<file path="config.mk">
export PLATFORM = sky130hd
export DESIGN_NAME = hazard_stall_ctrl
export DESIGN_NICKNAME = d
export VERILOG_FILES = /design/src/rtl/hazard_stall_ctrl_pkg.sv /design/src/rtl/hazard_stall_ctrl_md_busy.sv /design/src/rtl/hazard_stall_ctrl.sv
export SDC_FILE = /design/constraint.sdc
export NUM_CORES = 1
export LEC_CHECK = 0
export ABC_AREA = 0
export BUFFER_PORTS_ARGS = -buffer_cell sky130_fd_sc_hd__clkbuf_2
export CORE_MARGIN = 4
export CORE_UTILIZATION = 47
export CTS_CLUSTER_DIAMETER = 120
export DETAILED_ROUTE_END_ITERATION = 7
export PLACE_DENSITY = 0.73
export SYNTH_ARGS = -nofsm -noshare
export SYNTH_HDL_FRONTEND = slang
export SYNTH_SLANG_ARGS = --single-unit
</file>
<file path="constraint.sdc">
create_clock -name Clk -period 4.8 [get_ports Clk]
set_input_delay 0.96 -clock Clk [delete_from_list [all_inputs] [get_ports Clk]]
set_output_delay 0.96 -clock Clk [all_outputs]
set_load 0.05 [all_outputs]
</file>
<file path="src/rtl/hazard_stall_ctrl_pkg.sv">
// Shared pipeline definitions for the hazard/stall controller: Tuse/Tnew
// encodings, the register-zero constant and default MDU latencies.
package hazard_stall_ctrl_pkg;

    typedef logic [1:0] timing_t;
    typedef logic [4:0] reg_idx_t;

    localparam timing_t  TUSE_NEVER = 2'd3;
    localparam timing_t  TNEW_NOW   = 2'd0;
    localparam reg_idx_t REG_ZERO   = 5'd0;

    localparam int DEFAULT_MULT_CYCLES = 5;
    localparam int DEFAULT_DIV_CYCLES  = 10;
    localparam int MD_CNT_W            = 4;

    typedef enum logic {
        MD_OP_MULT = 1'b0,
        MD_OP_DIV  = 1'b1
    } md_op_e;

    // A source needed before its producer has the value cannot be forwarded.
    function automatic logic src_hazard(input reg_idx_t src, input timing_t tuse,
                                        input reg_idx_t dst, input timing_t tnew);
        return (src == dst) && (tuse < tnew);
    endfunction

endpackage

</file>
<file path="src/rtl/hazard_stall_ctrl_md_busy.sv">
// MDU occupancy tracker: a start loads the operation latency, which then
// counts down to zero; busy covers the start cycle and every nonzero count.
module md_busy_counter
    import hazard_stall_ctrl_pkg::*;
#(
    parameter int MULT_CYCLES = DEFAULT_MULT_CYCLES,
    parameter int DIV_CYCLES  = DEFAULT_DIV_CYCLES
) (
    input  logic Clk,
    input  logic Reset,
    input  logic E_MDStart,
    input  logic E_MDIsDiv,
    output logic E_MD_Busy
);

    logic [MD_CNT_W-1:0] md_cnt_q;
    logic [MD_CNT_W-1:0] md_cnt_d;

    // A start while already counting reloads: the most recent start wins.
    always_comb begin
        md_cnt_d = md_cnt_q;
        if (E_MDStart) begin
            if (md_op_e'(E_MDIsDiv) == MD_OP_DIV) begin
                md_cnt_d = MD_CNT_W'(DIV_CYCLES);
            end else begin
                md_cnt_d = MD_CNT_W'(MULT_CYCLES);
            end
        end else if (md_cnt_q != '0) begin
            md_cnt_d = md_cnt_q - 1'b1;
        end
    end

    always_ff @(posedge Clk) begin
        if (Reset) begin
            md_cnt_q <= '0;
        end else begin
            md_cnt_q <= md_cnt_d;
        end
    end

    assign E_MD_Busy = E_MDStart | (md_cnt_q != '0);

endmodule

</file>
<file path="src/rtl/hazard_stall_ctrl.sv">
// Central stall/flush controller: Tuse/Tnew data-hazard compare, optional MDU
// busy stall (built only when HAZARD_MDU_EN is defined) and stall-cycle counter.
module hazard_stall_ctrl
    import hazard_stall_ctrl_pkg::*;
#(
    parameter int MULT_CYCLES = DEFAULT_MULT_CYCLES,
    parameter int DIV_CYCLES  = DEFAULT_DIV_CYCLES,
    parameter int CNT_W       = 32
) (
    input  logic             Clk,
    input  logic             Reset,
    input  logic [4:0]       D_Rs,
    input  logic [4:0]       D_Rt,
    input  logic [1:0]       D_RsTuse,
    input  logic [1:0]       D_RtTuse,
    input  logic             D_IsMD,
    input  logic [4:0]       E_WriteReg,
    input  logic [1:0]       E_Tnew,
    input  logic [4:0]       M_WriteReg,
    input  logic [1:0]       M_Tnew,
    input  logic             E_MDStart,
    input  logic             E_MDIsDiv,
    output logic             F_PC_Enable,
    output logic             D_RegD_Enable,
    output logic             E_RegE_Clear,
    output logic             E_MD_Busy,
    output logic [CNT_W-1:0] StallCount
);

    logic stall_rs;
    logic stall_rt;
    logic stall_md;
    logic stall;

    logic [CNT_W-1:0] stall_cnt_q;
    logic [CNT_W-1:0] stall_cnt_d;

    assign stall_rs = (D_Rs != REG_ZERO) &&
                      (src_hazard(D_Rs, D_RsTuse, E_WriteReg, E_Tnew) ||
                       src_hazard(D_Rs, D_RsTuse, M_WriteReg, M_Tnew));

    assign stall_rt = (D_Rt != REG_ZERO) &&
                      (src_hazard(D_Rt, D_RtTuse, E_WriteReg, E_Tnew) ||
                       src_hazard(D_Rt, D_RtTuse, M_WriteReg, M_Tnew));

`ifdef HAZARD_MDU_EN
    md_busy_counter #(
        .MULT_CYCLES (MULT_CYCLES),
        .DIV_CYCLES  (DIV_CYCLES)
    ) u_md_busy (
        .Clk       (Clk),
        .Reset     (Reset),
        .E_MDStart (E_MDStart),
        .E_MDIsDiv (E_MDIsDiv),
        .E_MD_Busy (E_MD_Busy)
    );

    assign stall_md = D_IsMD & E_MD_Busy;
`else
    // MDU inputs and latencies have no effect in this build.
    logic unused_md;
    assign unused_md = ^{E_MDStart, E_MDIsDiv, D_IsMD,
                         MD_CNT_W'(MULT_CYCLES), MD_CNT_W'(DIV_CYCLES)};

    assign E_MD_Busy = 1'b0;
    assign stall_md  = 1'b0;
`endif

    // Reset forces the pipeline to keep moving regardless of hazards.
    assign stall = (stall_rs | stall_rt | stall_md) & ~Reset;

    assign F_PC_Enable   = ~stall;
    assign D_RegD_Enable = ~stall;
    assign E_RegE_Clear  = stall;

    always_comb begin
        stall_cnt_d = stall_cnt_q;
        if (stall) begin
            stall_cnt_d = stall_cnt_q + 1'b1;
        end
    end

    always_ff @(posedge Clk) begin
        if (Reset) begin
            stall_cnt_q <= '0;
        end else begin
            stall_cnt_q <= stall_cnt_d;
        end
    end

    assign StallCount = stall_cnt_q;

endmodule

</file>
* Word-level counts from Yosys, hierarchy flattened
Index checks and enable logic that the tools add are counted.
** Word-level totals
- Register bits :: 32
- Bits of input ports :: 33
- Output and inout bits :: 36
- Logic and storage cells :: 24
** Operators by class
- Add/sub/neg operators :: 1
- Order comparisons :: 4
- Equality and inequality tests :: 4
- Bitwise gates (word level) :: 4
- Reductions and logical operators :: 10
** Operators with widths (number)
- $add A32 B1 Y32 const B :: 1
- $eq A5 B5 Y1 :: 4
- $reduce_bool A5 Y1 :: 2
- $lt A2 B2 Y1 :: 4
- $logic_and A1 B1 Y1 :: 6
- $logic_or A1 B1 Y1 :: 2
- $not A1 Y1 :: 2
- $and A1 B1 Y1 :: 1
- $or A1 B1 Y1 :: 1

* Depth between registers and ports, before layout
- Depth after elaboration :: 7
- Gate-level depth with buffers :: 10
- Mapped depth without buffers :: 8

* Worst setup path after synthesis
OpenSTA, ideal clock, no wires.
- Kind :: input-to-output
- Start point :: in M_Tnew[1]
- End point :: out E_RegE_Clear
- Arrival time :: 3.268 ns
- Required time :: 3.840 ns
- Setup slack :: 0.572 ns
- Stages :: 10
- Path buffers :: 2
- Path through :: inv_1 ha_1 a2111oi_1 nand4_1 a21oi_2 nor2_2 clkbuf_1 buf_2 or2_2 inv_1
** Between the ends
- Word-level cells in the longest chain between the ends :: 6
- Elaborated cells between the ends (all ways) :: 10
- Those cells by class :: order compare (2); bitwise (2); reduce/logical (6)
** RTL lines
- start: declaration :: line hazard_stall_ctrl.sv:20 : input logic [1:0] M_Tnew,
- $lt A2 B2 Y1 :: line hazard_stall_ctrl_pkg.sv:24 : return (src == dst) && (tuse < tnew);
- $logic_and A1 B1 Y1 :: line hazard_stall_ctrl_pkg.sv:24
- $logic_or A1 B1 Y1 (on tied branches) :: line hazard_stall_ctrl.sv:39, hazard_stall_ctrl.sv:43
- $logic_and A1 B1 Y1 (on tied branches) :: line hazard_stall_ctrl.sv:38, hazard_stall_ctrl.sv:42
- $or A1 B1 Y1 (*) :: line hazard_stall_ctrl.sv:70 : assign stall = (stall_rs | stall_rt | stall_md) & ~Reset;
- $and A1 B1 Y1 (*) :: line hazard_stall_ctrl.sv:70
- end: declaration :: line hazard_stall_ctrl.sv:25 : output logic E_RegE_Clear,
Every way passes the cells marked *; elsewhere a longest branch is shown, timed or not.

* Worst setup path after layout
Ends and elaborated chain as after synthesis.

==> results.sh <==
export IMPL_insertion_delay_ps=280
export IMPL_syn_inst=241
export IMPL_largest_reg_flops=32
export IMPL_fill_cells=389
export IMPL_ys_warn_count=0
export IMPL_finalWirelength_um=5220
export IMPL_die_area_um2=5360
export IMPL_synth_area_um2=2000
export IMPL_firstDrtPassIters=4
export IMPL_hp_class="flip-flop to flip-flop"
export IMPL_yosys_register_bits=32
export IMPL_io_buffer_count=64
export IMPL_path_cells="clkbuf_2 -> inv_1 -> ha_1 -> a2111oi_1 -> nand4_1 -> a21oi_2 -> nor2_2 -> or2_2 -> inv_1 -> clkbuf_2"
export IMPL_initialDrtViolationCount=164
export IMPL_cp_num_buf_inv=4
export IMPL_fin_crit_ps=4080
export IMPL_ys_types=36
export IMPL_row_count=23
export IMPL_synthArstFlopShare_pct=0
export IMPL_grt_busiest_layer="met2"
export IMPL_finalHoldViolCount=0
export IMPL_layout_commonest_cell="clkbuf_2"
export IMPL_startpoint="M_Tnew[1]"
export IMPL_start_util_pct=49.2
export IMPL_clock_sinks=32
export IMPL_status="finished clean"
export IMPL_hp_start="StallCount[15]"
export IMPL_worstMarginPinSlew_ps=694
export IMPL_die_x_um=73.2
export IMPL_ant_nets=0
export IMPL_syn_nets=279
export IMPL_place_area_um2=2320
export IMPL_post_cts_buffers=0
export IMPL_seqPwrFrac_pct=49.9
export IMPL_grt_pass1_wl_um=8690
export IMPL_slew_viol_final=0
export IMPL_synth_area_top_cells="dfxtp_1 32%, or4_1 7.1%, o31ai_1 6.4%"
export IMPL_grt_ovfl_total=0
export IMPL_post_route_period_util_pct=85.1
export IMPL_grt_usage_pct=20.7
export IMPL_diodes=0
export IMPL_nets=337
export IMPL_switchingPower_uw=143
export IMPL_vias=2058
export IMPL_place_congestion=0.843
export IMPL_postCtsHoldBufs=0
export IMPL_setup_violations=0
export IMPL_fin_skew_ps=2.79
export IMPL_coreArea_um2=4060
export IMPL_antenna_found_initial=0
export IMPL_setup_tns_ps=0
export IMPL_p_sw_share_pct=26.8
export IMPL_path_clk_slew_ps=60
export IMPL_pwr_share_clk_pct=36.7
export IMPL_post_synth_top_area_fraction_pct=32.1
export IMPL_die_y_um=73.2
export IMPL_critPathMaxStageDelay_ps=450
export IMPL_cp_arrival_ps=3120
export IMPL_grt_setup_unrepaired="false"
export IMPL_ioPinCount=69
export IMPL_tritoncts="yes"
export IMPL_crit_slowest_cell="a2111oi_1"
export IMPL_cts_buffers=5
export IMPL_cellLeakagePower_uw=0.000901
export IMPL_routed_via_density=5.90
export IMPL_final_cell_mix="64 x clkbuf_2, 32 x dfxtp_1, 24 x a21oi_1"
export IMPL_ir_worst_vdd_uv=114
export IMPL_grt_pass1_vias=1886
export IMPL_use_met1_pct=28.2
export IMPL_drive_above_1_share_pct=27.4
export IMPL_p_int_uw=392
export IMPL_use_met2_pct=32.0
export IMPL_slew_headroom_pct=53.7
export IMPL_crit_type="input pin to output port"
export IMPL_grt_max_degree=44
export IMPL_r2r_start="StallCount[3]"
export IMPL_drv_cap=0
export IMPL_required_ps=3840
export IMPL_p_per_area_nw_per_um2=223
export IMPL_dp_hpwl_um=3820
export IMPL_cts_root_buf="clkbuf_8"
export IMPL_h_tree_depth=2
export IMPL_postCtsResizedCells=0
export IMPL_critPathCaptureType="output port"
export IMPL_crit_family="compound AO/OA/AOI/OAI gates"
export IMPL_remaining_drc_errors=0
export IMPL_max_freq_ghz=0.245
export IMPL_ys_seq_area_share_pct=32.1
export IMPL_worstPathMaxFanout=8
export IMPL_wl_per_cell_um=15.0
export IMPL_ys_flop_type="dfxtp_1"
export IMPL_synth_edf_count=0
export IMPL_yosys_area_top_type="dfxtp_1"
export IMPL_start_kind="input pin"
export IMPL_grt_util_met3_pct=4.13
export IMPL_p_comb_share_pct=13.4
export IMPL_cts_buffer_depth=2
export IMPL_area_growth_pct=20.1
export IMPL_final_cell_area_um2=2400
export IMPL_synth_area_per_cell_um2=8.29
power by group through the flow:
stage	logic (uW)	registers, uW	clock network (uW)
after floorplan	44.1	276	0
after global placement	70.3	273	0
after detailed placement	72.1	273	0
after CTS	72.3	267	201
after global routing	78.6	267	213
final	72.1	267	197
synth_stat cells (3+ instances only):
| cell | number |
|---|---|
| o31ai_1 | 17 |
| and3_1 | 6 |
| nand2_1 | 11 |
| nand2b_1 | 4 |
| inv_1 | 5 |
| clkbuf_1 | 10 |
| a2111oi_2 | 3 |
| a21oi_1 | 24 |
| or3_1 | 5 |
| xor2_1 | 13 |
| o21ai_0 | 7 |
| nand3_1 | 17 |
| and4_1 | 3 |
| dfxtp_1 | 32 |
| or4_1 | 19 |
| o2111ai_1 | 3 |
| nor3_1 | 5 |
| ha_1 | 5 |
| nor2_1 | 12 |
| xnor2_1 | 12 |
| nand4_1 | 8 |
final cells by class:
| cell class | instances | area (um^2) | area share, % |
|---|---|---|---|
| timing repair buffer | 66 | 335 | 14.0 |
| clock buffer | 6 | 72.6 | 3.03 |
| tap | 50 | 62.6 | 2.61 |
| clock inverter | 1 | 5.00 | 0.209 |
| multi-input combinational | 189 | 1260 | 52.7 |
| sequential | 32 | 641 | 26.7 |
| inverter | 5 | 18.8 | 0.782 |
metrics by stage:
stage               utilization [%]  hold WS (ps)  setup slack, ps  cells  total power, uW
floorplan                         -           701              572    241              320
global placement               57.2           469              794    342              344
detailed placement             57.2           467              773    342              345
CTS                            59.1           479              765    349              540
global route                   59.1           523              628    349              559
finish                         59.1           475              717    349              536
cell families after synthesis:
logic type / count (synthesis) / synth area share (%)
multiplexers: 2 / 1.07
adder cells (fa/ha/maj): 5 / 3.13
AO/OA/AOI/OAI: 62 / 21.2
flip-flops: 32 / 32.1
other: 1 / 0.188
buffers and inverters: 20 / 4.64
XOR/XNOR: 25 / 11.0
AND/OR/NAND/NOR: 94 / 26.8
layer usage:
metal	part of all wire, %	vias up
li1	-	1030
met1	48	955
met2	45	66
met3	5.9	7
met4	1.5	0
met5	0	-
worst paths after layout:
path               endpoint  slack (ps)  depth (start not counted)
max            E_RegE_Clear         720                         10
min          StallCount[15]         480                          2
max reg2reg  StallCount[31]        2640                          7
min reg2reg  StallCount[15]         480                          2
worst min-delay path, delay by kind of cell (launching register included):
family / cells / cell delay, ps
compound gates: 2 / 110
flops: 1 / 320
(Power assumes the default switching activity.)
